### config.mk
export PLATFORM = sky130hd
export DESIGN_NAME = stoch_to_bin
export DESIGN_NICKNAME = d
export VERILOG_FILES = /design/src/rtl/sc_pkg.sv /design/src/rtl/sc_window_ctr.sv /design/src/rtl/stoch_to_bin.sv
export SDC_FILE = /design/constraint.sdc
export NUM_CORES = 1
export LEC_CHECK = 0
export CORE_AREA = 2 2 70 88
export DETAILED_ROUTE_END_ITERATION = 16
export DIE_AREA = 0 0 72 90
export GPL_TIMING_DRIVEN = 0
export SLEW_MARGIN = 15
export SYNTH_ARGS = -nofsm -noshare
export SYNTH_HDL_FRONTEND = slang
export SYNTH_HIERARCHICAL = 1
export SYNTH_SLANG_ARGS = --single-unit
export TNS_END_PERCENT = 20
### constraint.sdc
create_clock -name clk -period 3.3 [get_ports clk]
set_clock_uncertainty 0.05 [all_clocks]
set_input_delay 0.99 -clock clk [delete_from_list [all_inputs] [get_ports clk]]
set_output_delay 0.99 -clock clk [all_outputs]
set_load 0.05 [all_outputs]
### src/rtl/sc_pkg.sv
// rtl/sc_pkg.sv - shared constants and FSM encoding for stochastic-computing blocks
package sc_pkg;

  localparam int LFSR_WIDTH = 10;
  localparam int SC_WINDOW  = 1023;

  typedef enum logic [1:0] {
    IDLE  = 2'd0,
    ACCUM = 2'd1,
    DONE  = 2'd2
  } stb_state_t;

endpackage

### src/rtl/sc_window_ctr.sv
// rtl/sc_window_ctr.sv - valid-bit counter flagging the WINDOW-th accepted bit
module sc_window_ctr
  import sc_pkg::*;
#(
  parameter int WIDTH  = LFSR_WIDTH,
  parameter int WINDOW = SC_WINDOW
) (
  input  logic clk,
  input  logic rst_n,
  input  logic clr,
  input  logic en,
  output logic last
);

  localparam logic [WIDTH-1:0] TC = WIDTH'(WINDOW - 1);

  logic [WIDTH-1:0] count;

  always_ff @(posedge clk or negedge rst_n) begin
    if (!rst_n) begin
      count <= '0;
    end else if (clr) begin
      count <= '0;
    end else if (en) begin
      count <= count + WIDTH'(1);
    end
  end

  // Asserted in the same cycle the final bit is accepted, not after it.
  assign last = en && (count == TC);

endmodule

### src/rtl/stoch_to_bin.sv
// rtl/stoch_to_bin.sv - stochastic bitstream to binary converter over a fixed window
// Optional STB_BIPOLAR_EN: result = 2*ones - WINDOW (two's complement) instead of ones count.
module stoch_to_bin
  import sc_pkg::*;
#(
  parameter int WIDTH  = LFSR_WIDTH,
  parameter int WINDOW = SC_WINDOW
) (
  input  logic             clk,
  input  logic             rst_n,
  input  logic             start,
  input  logic             clr,
  input  logic             bit_in,
  input  logic             bit_valid,
  output logic             busy,
  output logic [WIDTH:0]   result,
  output logic             result_valid,
  input  logic             result_ready
);

  stb_state_t       state;
  stb_state_t       state_next;
  logic [WIDTH-1:0] ones_cnt;
  logic [WIDTH-1:0] ones_next;
  logic             accept;
  logic             ctr_clr;
  logic             last_bit;

  assign accept    = (state == ACCUM) && bit_valid && !clr;
  assign ctr_clr   = clr || (state != ACCUM);
  assign ones_next = ones_cnt + {{(WIDTH-1){1'b0}}, bit_in};

  sc_window_ctr #(
    .WIDTH  (WIDTH),
    .WINDOW (WINDOW)
  ) u_window_ctr (
    .clk   (clk),
    .rst_n (rst_n),
    .clr   (ctr_clr),
    .en    (accept),
    .last  (last_bit)
  );

  always_ff @(posedge clk or negedge rst_n) begin
    if (!rst_n) begin
      state <= IDLE;
    end else begin
      state <= state_next;
    end
  end

  always_comb begin
    state_next = state;
    case (state)
      IDLE:    if (start)        state_next = ACCUM;
      ACCUM:   if (last_bit)     state_next = DONE;
      DONE:    if (result_ready) state_next = IDLE;
      default:                   state_next = IDLE;
    endcase
    if (clr) begin
      state_next = IDLE;
    end
  end

  always_ff @(posedge clk or negedge rst_n) begin
    if (!rst_n) begin
      ones_cnt <= '0;
    end else if (ctr_clr) begin
      ones_cnt <= '0;
    end else if (bit_valid) begin
      ones_cnt <= ones_next;
    end
  end

`ifdef STB_BIPOLAR_EN
  localparam logic [WIDTH:0] WIN_EXT = (WIDTH + 1)'(WINDOW);
`endif

  // Result is captured from ones_next so the final bit is included without an extra cycle.
  always_ff @(posedge clk or negedge rst_n) begin
    if (!rst_n) begin
      result <= '0;
    end else if (last_bit) begin
`ifdef STB_BIPOLAR_EN
      result <= {ones_next, 1'b0} - WIN_EXT;
`else
      result <= {1'b0, ones_next};
`endif
    end
  end

  assign busy         = (state == ACCUM);
  assign result_valid = (state == DONE);

endmodule

==> results_dict.tcl <==
set metrics [dict create \
    grtUsageTotal 0.107 \
    setup_tns_ns 0 \
    dp_hpwl_mm 2.22 \
    synth_cell_types 35 \
    crit_path_max_fanout 12 \
    yosys.area.top_type "dfrtp_1" \
    reg2reg_from "state[1]" \
    grt_max_degree 33 \
    drv_cap 0 \
    whs_ns 0.465 \
    cts_sinks 32 \
    clkPwrFrac 0.420 \
    htree_levels 2 \
    diodes 0 \
    postCtsHoldBufs 0 \
    viasPerCell 4.95 \
    period_minus_slack_ns 3.09 \
    yosys_warnings 6 \
    yosysTopAreaCellShare 0.490 \
    worst_slew_pin_slew_ns 0.738 \
    report.final.hold_viol_count 0 \
    grt-ovfl-total 0 \
    clk_pin_slew_ns 0.06 \
    finalCritPeriodShare 0.935 \
    cts_tree "done" \
    p_sw_frac 0.235 \
    cp_data_arrival_time_ns 3.20 \
    grt-busiest-layer "met2" \
    ys.flop_type "dfrtp_1" \
    firstDrtPassIters 4 \
    p_leak_uw 0.000800 \
    syn_to_final_growth_pct 21.3 \
    slew_headroom 0.508 \
    postSynthAreaPerCell_um2 9.91 \
    chipWidth_um 72 \
    syn_nets 176 \
    root_buffer "clkbuf_8" \
    holdCritPathClass "register to register" \
    core_um2 5700 \
    power_frac_comb 0.051 \
    drc_errors 0 \
    vias 1267 \
    drv_slew 0 \
    max_freq_ghz 0.324 \
    synth-edff-count 0 \
    clkLatencyLatePin_ns 0.28 \
    clockBufferDepth 2 \
    status "completed" \
    ios 20 \
    vdd_drop_max_v 0.000158 \
    worst-setup-path-type "input port to register" \
    chipHeight_um 90 \
    finalNetCount 200 \
    antenna_found_initial 0 \
    p_sw_uw 175 \
    intPower_uw 572 \
    cts_inserted_buffers 5 \
    port_buffers 17 \
    pre_cts_ws_ns -0.570 \
    rsz0062_at_grt "false" \
    cp-start-kind "input port" \
    wl_per_cell_um 12.6 \
    dieArea_um2 6480 \
    totalWireLength_mm 3.24 \
    place.gp.congestion 0.716 \
    post-route-util 0.348 \
    worstHoldStart "result[1]" \
    fin_area_um2 1980 \
    drtIter0Drc 52 \
    use_met3 0.0381 \
    netlist_instances 165 \
    placed_area_um2 1880 \
    worst_slack_ns 0.214 \
    crit_start "clr" \
    rows 31 \
    drive_gt1_frac 0.137 \
    powerDensity_nw_per_um2 377 \
    grt_use_met1 0.123 \
    async_flop_share 1.00 \
    required_ns 3.42 \
    ys_seq_area_frac 0.490 \
    seq_power_share 0.529 \
    initial_core_util 0.287 \
    report.final.setup_viol 0 \
    synthTopCellsByArea "dfrtp_1 (49%), nor2_1 (4.4%), xor2_1 (3.7%), a21oi_1 (3.7%), ha_1 (3.1%)" \
    ant_nets 0 \
    synth_area_um2 1640 \
    grt_pass1_wl_mm 5.46 \
    ys_ff_latch 32 \
    grt_pass1_vias 1196 \
    met2_usage 0.177 \
    crit_path_end_kind "register" \
]
## cells by family (layout without fill, tap and decap cells)
kind of cell               count (synthesis)  after routing  synth area share
and+or+nand+nor                           62             62             0.207
other                                      1              1           0.00229
xor gates and xnor gates                   9              9            0.0482
DFF                                       32             32             0.490
adders and majority gates                  4              4            0.0306
muxes                                      6              6            0.0383
AOI/OAI and AO/OA                         36             36             0.136
buffers and inverters                     15             40            0.0482
## final timing paths
check | end | slack, ns | cells after the start
worst min register to register | result[1] | 0.46 | 1
worst max-delay path | result[0] | 0.21 | 9
max in group asynchronous | u_window_ctr/count[6] | 2.02 | 1
worst min-delay path | result[1] | 0.46 | 1
worst max register to register | result[0] | 0.95 | 8
min in group asynchronous | state[1] | 0.72 | 1
## layout by cell type (no fill, tap or decap), drive strengths merged, types with 2 or more instances in the layout
cell,count
a21oi,12
a31oi,5
buf,8
clkbuf,9
clkdlybuf4s50,16
clkinv,2
dfrtp,32
ha,4
inv,5
mux2,2
mux2i,4
nand2,9
nand3,7
nand4,5
nor2,19
nor2b,2
nor3,4
o21a,2
o21ai,7
o31ai,6
or3,7
or4,6
xnor2,2
xor2,7
## synthesized netlist by cell type, types with 2 or more instances
cell type,number
nand4_1,4
nor2_1,19
inv_1,4
o31ai_1,6
o21a_1,2
or3_1,7
nand2_1,9
xnor2_1,2
ha_1,4
o21ai_0,7
buf_4,3
mux2_2,2
or4_1,6
mux2i_1,4
dfrtp_1,32
a21oi_1,12
nand3_1,5
buf_2,3
nand3_2,2
clkbuf_1,3
xor2_1,7
a31oi_1,5
nor3_1,4
nor2b_1,2
## flip-flops by register name (all words and copies together) (netlist names)
name,count
ones_cnt,10
result,10
state,2
u_window_ctr/count,10
## power groups by stage
stage          registers, uW  clock network, uW  logic [uW]
6_report                 395                314        38.0
5_1_grt                  395                343        43.0
4_1_cts                  395                329        39.4
3_5_place_dp             403                  0        39.0
3_3_place_gp             403                  0        39.0
2_1_floorplan            402                  0        19.9
## per-stage QoR
step / std cells / total power (uW)
6_report: 256 / 748
4_1_cts: 256 / 763
3_3_place_gp: 248 / 442
5_1_grt: 256 / 782
3_5_place_dp: 248 / 442
2_1_floorplan: 165 / 422
## routing by layer
| metal | vias to the layer above | share of wire |
|---|---|---|
| met3 | 8 | 0.044 |
| met5 | - | 0 |
| li1 | 635 | - |
| met1 | 602 | 0.44 |
| met4 | 0 | 0.018 |
| met2 | 22 | 0.49 |
## worst max-delay path, stage by stage
cell	delay [ns]
clkdlybuf4s50_1	0.46
nor3b_2	0.30
inv_2	0.18
nor2_1	0.11
buf_2	0.21
nand3_1	0.10
nor3_1	0.23
clkbuf_4	0.27
mux2_2	0.35
## final cells by class
class / count / area [um^2]
timing repair buffer: 17 / 165
sequential: 32 / 801
clock buffer: 6 / 82.6
tap: 66 / 82.6
fill: 600 / 3720
inverter: 5 / 18.8
clock inverter: 2 / 10.0
buffer: 10 / 63.8
multi-input combinational: 118 / 761
## what timing repair did
item | in CTS | in global routing
buffers inserted | 0 | 0
endpoints found under the setup margin | 10 | 3
resized for setup | 2 | 2
cloned | 0 | 0
No activity file was read; power rests on OpenSTA's default activity.
